==> src/rtl/ga_pkg.sv <==
// rtl/ga_pkg.sv - shared GA datapath types and defaults
package ga_pkg;
  localparam int DEFAULT_FITNESS_WIDTH = 27;

  typedef logic [DEFAULT_FITNESS_WIDTH-1:0] fitness_t;

  typedef enum logic {
    COLLECT = 1'b0,
    DONE    = 1'b1
  } sel_state_e;
endpackage

==> src/rtl/fitness_compare.sv <==
// rtl/fitness_compare.sv - combinational win rule; ties go to the candidate
module fitness_compare
  import ga_pkg::*;
#(
  parameter int FITNESS_WIDTH = DEFAULT_FITNESS_WIDTH,
  parameter bit MAXIMIZE      = 1'b0
) (
  input  logic [FITNESS_WIDTH-1:0] best_fitness,
  input  logic [FITNESS_WIDTH-1:0] cand_fitness,
  output logic                     cand_wins
);
  assign cand_wins = MAXIMIZE ? (cand_fitness >= best_fitness)
                              : (best_fitness >= cand_fitness);
endmodule

==> src/rtl/tournament_selection.sv <==
// rtl/tournament_selection.sv - streaming K-way tournament selector
module tournament_selection
  import ga_pkg::*;
#(
  parameter int FITNESS_WIDTH   = DEFAULT_FITNESS_WIDTH,
  parameter int INDEX_WIDTH     = 8,
  parameter int TOURNAMENT_SIZE = 4,
  parameter bit MAXIMIZE        = 1'b0
) (
  input  logic                     clk,
  input  logic                     rst_n,
  input  logic                     flush,
  input  logic                     in_valid,
  output logic                     in_ready,
  input  logic [FITNESS_WIDTH-1:0] in_fitness,
  input  logic [INDEX_WIDTH-1:0]   in_index,
  output logic                     out_valid,
  input  logic                     out_ready,
  output logic [INDEX_WIDTH-1:0]   out_index,
  output logic [FITNESS_WIDTH-1:0] out_fitness
);
  localparam int CW = $clog2(TOURNAMENT_SIZE);
  localparam logic [CW-1:0] LAST = CW'(TOURNAMENT_SIZE - 1);

  sel_state_e               state;
  logic [CW-1:0]            count;
  logic [FITNESS_WIDTH-1:0] best_fitness;
  logic [INDEX_WIDTH-1:0]   best_index;
  logic                     cand_wins;
  logic                     take;
  logic                     accept;
  logic [FITNESS_WIDTH-1:0] next_fitness;
  logic [INDEX_WIDTH-1:0]   next_index;

  fitness_compare #(
    .FITNESS_WIDTH(FITNESS_WIDTH),
    .MAXIMIZE     (MAXIMIZE)
  ) u_compare (
    .best_fitness(best_fitness),
    .cand_fitness(in_fitness),
    .cand_wins   (cand_wins)
  );

  assign in_ready = (state == COLLECT);
  assign accept   = in_valid & in_ready;
  // The first candidate of a tournament seeds the running winner regardless of the compare.
  assign take         = (count == '0) | cand_wins;
  assign next_fitness = take ? in_fitness : best_fitness;
  assign next_index   = take ? in_index : best_index;

  always_ff @(posedge clk) begin
    if (!rst_n) begin
      state        <= COLLECT;
      count        <= '0;
      out_valid    <= 1'b0;
      out_index    <= '0;
      out_fitness  <= '0;
      best_fitness <= '0;
      best_index   <= '0;
    end else if (flush) begin
      state     <= COLLECT;
      count     <= '0;
      out_valid <= 1'b0;
    end else begin
      case (state)
        COLLECT: begin
          if (accept) begin
            if (count == LAST) begin
              state       <= DONE;
              count       <= '0;
              out_valid   <= 1'b1;
              out_index   <= next_index;
              out_fitness <= next_fitness;
            end else begin
              count        <= count + CW'(1);
              best_fitness <= next_fitness;
              best_index   <= next_index;
            end
          end
        end
        DONE: begin
          if (out_ready) begin
            state     <= COLLECT;
            out_valid <= 1'b0;
          end
        end
        default: state <= COLLECT;
      endcase
    end
  end
endmodule
==> config.mk <==
export PLATFORM = sky130hd
export DESIGN_NAME = tournament_selection
export DESIGN_NICKNAME = d
export VERILOG_FILES = /design/src/rtl/ga_pkg.sv /design/src/rtl/fitness_compare.sv /design/src/rtl/tournament_selection.sv
export SDC_FILE = /design/constraint.sdc
export NUM_CORES = 1
export LEC_CHECK = 0
export BUFFER_PORTS_ARGS = -buffer_cell sky130_fd_sc_hd__buf_2
export CAP_MARGIN = 40
export CORE_MARGIN = 4
export CORE_UTILIZATION = 56
export CTS_CLUSTER_SIZE = 12
export DETAILED_ROUTE_END_ITERATION = 8
export HOLD_SLACK_MARGIN = 0.12
export MAX_ROUTING_LAYER = met4
export PLACE_DENSITY = 0.87
export REMOVE_ABC_BUFFERS = 1
export SYNTH_ARGS = -nofsm -noshare
export SYNTH_HDL_FRONTEND = slang
export SYNTH_SLANG_ARGS = --single-unit
==> constraint.sdc <==
create_clock -name clk -period 3.3 [get_ports clk]
set_input_delay 0.495 -clock clk [delete_from_list [all_inputs] [get_ports clk]]
set_output_delay 0.495 -clock clk [all_outputs]
set_load 0.01 [all_outputs]
==> key figures <==
Worst setup path
  • Delay-heaviest family, CP: compound AO/OA/AOI/OAI gates
  • Crit-path max cell delay: about 0.42 ns
  • Slowest stage cell, crit path: a2111oi_0
  • CP Capture Type: flop
  • Worst-path cell chain: ha_1 > a21o_1 > a2111oi_0 > o21ai_1 > a211oi_4 > buf_12 > a21boi_0 > o31a_1
  • Largest fanout on the critical path: 58
  • CP Buf/Inv Count: 1
  • CP Class: reg2reg
  • Worst r2r src: best_fitness[25]$_SDFFE_PN0P_
  • Crit path launch: best_fitness[25]$_SDFFE_PN0P_
  • Crit path DAT: 2.86 ns
  • Critical Path Start Type: flop
  • CP required: 3.53 ns

Yosys
  • Mux cell area share after synthesis: 0.0849
  • Post-synthesis simple-gate area fraction: 0.262
  • Post-Synth XOR/XNOR Area: 0
  • Post-Synth Adder-Cell Area: 0.0855
  • Largest family of logic cells by synthesized area: simple AND/OR/NAND/NOR gates
  • Seq/Total Area, Yosys: 0.349
  • Post-synth top cells: nand2_1, dfxtp_1, nor2_1, mux2i_1, and3_1
  • Async set-or-reset flop fraction in the synthesized netlist: 0
  • Distinct cells, synth: 35
  • Top-count cell post-synth: nand2_1
  • Post-synth top area cell: dfxtp_1
  • Syn Inst Count: roughly 530
  • Mapped Area: 0.00424 sq mm
  • Ys flop type: dfxtp_1
  • Avg Inst Size Synth: a little over 8 sq um
  • Synth top area share: 0.349
  • Synth Area in Compound Gates: 0.147
  • Top cells by area, synth: dfxtp_1, nand2_1, ha_1
  • Seq cells post-synth: 74
  • Number of flops mapped to enable cells by yosys: 0
  • Syn. warnings: 0

GRT
  • Vias in the first global route: ~3,600
  • Gr usage total: 0.232
  • Initial antenna violation count: 0
  • First-pass GRT wire length: 16,400 um
  • Overflow after GRT: 0
  • Largest net degree at the start of global routing: 84

Floorplanning
  • Die Y-Extent: 95.1 um
  • Initial Util: 0.582
  • # rows: 31
  • Die width: ~95 um
  • Die Footprint: 0.00904 sq mm
  • Core Area: 0.00729 sq mm
  • Io pins: 77

Clocking
  • Hold bufs inserted after CTS: 0
  • H-Tree Depth: 3
  • Insertion delay to the later sink of the worst-skew pair: roughly 0.34 ns
  • CTS root buffer: clkbuf_8
  • Post-CTS setup repair buffer count: 0
  • TritonCTS clock tree: built
  • Total CTS buffers: 9
  • Clock Path Buffers: 2
  • Clock sink count: 74
  • Clock-pin slew on the worst setup and hold paths: 0.08 ns
  • Post-CTS sizing: 0

Power
  • PD cells: 381 mW/mm^2
  • Total power: 1.86 mW
  • Clock network power share: 0.384
  • Peak supply drop: between 0.00015 and 0.0002 V
  • Leak pwr: 2.45 nW
  • Comb pwr share: 0.115
  • Pint: 1.38 mW
  • Switching Fraction: 0.260
  • Register share of total power: 0.501
  • Net switching power: just under 0.5 mW

STA
  • Endpoints failing hold: 0
  • Final setup fails: 0
  • Unrepaired setup endpoints after global routing: false
  • Slew Limit Headroom: 0.434
  • Tightest Pin Transition: 0.849 ns
  • Max Slew Vio Count: 0
  • Final period utilization: 0.797
  • Skew final: roughly 0.014 ns
  • Min Tclk post-route: between 2 and 3 ns
  • Setup TNS: 0 ns
  • Max Fclk: ~0.38 GHz

Min path
  • Hold WC Path Type: in2reg
  • Hold Crit Start: in_index[2]

Outcome
  • Outcome: finished, final reports clean

Run
  • Total of max-cap violations: 0

Detailed routing
  • Vias/cell: around 5.6
  • Routed wire per std cell: roughly 14 um
  • Routed Antenna Nets: 0
  • Routed vias: 3,838
  • Number of DRC markers in iteration 0: between 100 and 150
  • DR DRC count: 0
  • Routed WL: roughly 9700 um
  • Pre-antenna DRT Iters: 5

Placed design
  • Post-DP HPWL: roughly 6600 um
  • # port buffers: 76
  • RD Place Congestion: 0.792

Cells and area
  • Layout cells sized above 1: 0.181
  • Util after Layout: 0.670
  • Diodes inserted: 0
  • Fin nets: 650
  • Synth-to-layout area growth: 15.1%
[sequential cells by signal, summed over array words and instances (netlist names)]
name	count
out_valid	1
best_index	8
count	2
state	1
out_fitness	27
out_index	8
best_fitness	27
[worst reg2reg max path, stage by stage, from the launching register on]
cell	delay, ns
dfxtp_1	0.33
ha_1	0.32
a21o_1	0.19
a2111oi_0	0.42
o21ai_1	0.20
a211oi_4	0.37
buf_12	0.27
a21boi_0	0.17
o31a_1	0.26
[per-stage QoR]
stage	cell area, sq um	setup WS, ns	hold slack (ns)	cells
3_5_place_dp	4680	0.369	0.446	669
6_report	4880	0.670	0.402	685
2_1_floorplan	4050	-1.37	0.430	487
5_1_grt	4880	0.463	0.395	685
4_1_cts	4880	0.681	0.390	685
3_3_place_gp	4660	0.389	0.437	668
[cell families (layout without fill, tap and decap cells)]
| kind of cell | after synthesis | count (layout) |
|---|---|---|
| buffers and inverters | 70 | 129 |
| AND/OR/NAND/NOR | 240 | 240 |
| flip-flops | 74 | 74 |
| multiplexers | 36 | 36 |
| adder cells (fa/ha/maj) | 29 | 29 |
| AO/OA/AOI/OAI | 78 | 78 |
[layout make-up]
class | count | area (sq um)
Multi-Input combinational cell | 383 | 2460
Fill cell | 638 | 2410
Sequential cell | 74 | 1480
Timing Repair Buffer | 83 | 505
Clock buffer | 10 | 138
Tap cell | 99 | 124
Inverter | 30 | 113
Clock inverter | 6 | 62.6
[power groups by stage]
stage          clock network (mW)  registers, mW  logic, mW
3_3_place_gp                    0          0.952      0.201
2_1_floorplan                   0          0.950      0.124
6_report                    0.716          0.933      0.214
5_1_grt                     0.779          0.937      0.243
3_5_place_dp                    0          0.954      0.214
4_1_cts                     0.732          0.933      0.215
[layer usage]
layer	track usage	up-vias	routed length [um]	part of all wire
li1	-	1933	-	-
met1	0.298	1790	4320	0.44
met2	0.379	103	4780	0.49
met3	0.0331	12	532	0.055
met4	0.0709	0	101	0.010
met5	-	-	0	0
[path summary, 6_finish.rpt]
path | cells after the start | slack (ns) | endpoint
max reg2reg | 8 | 0.67 | out_index[1]$_SDFFE_PN0P_
min reg2reg | 2 | 0.46 | best_index[5]$_SDFFE_PN0P_
max | 8 | 0.67 | out_index[1]$_SDFFE_PN0P_
min | 3 | 0.40 | best_index[2]$_SDFFE_PN0P_
[placed cells by master, fill, tap and decap left out, types with 13 or more instances in the layout]
| master | netlist | layout |
|---|---|---|
| a21oi_1 | 13 | 13 |
| and3_1 | 35 | 35 |
| buf_2 | 1 | 75 |
| dfxtp_1 | 74 | 74 |
| ha_1 | 29 | 29 |
| inv_1 | 30 | 30 |
| mux2i_1 | 36 | 36 |
| nand2_1 | 104 | 104 |
| nor2_1 | 56 | 56 |
| nor3_1 | 27 | 27 |
| o221ai_1 | 26 | 26 |
No activity file was read; power rests on OpenSTA's default activity.
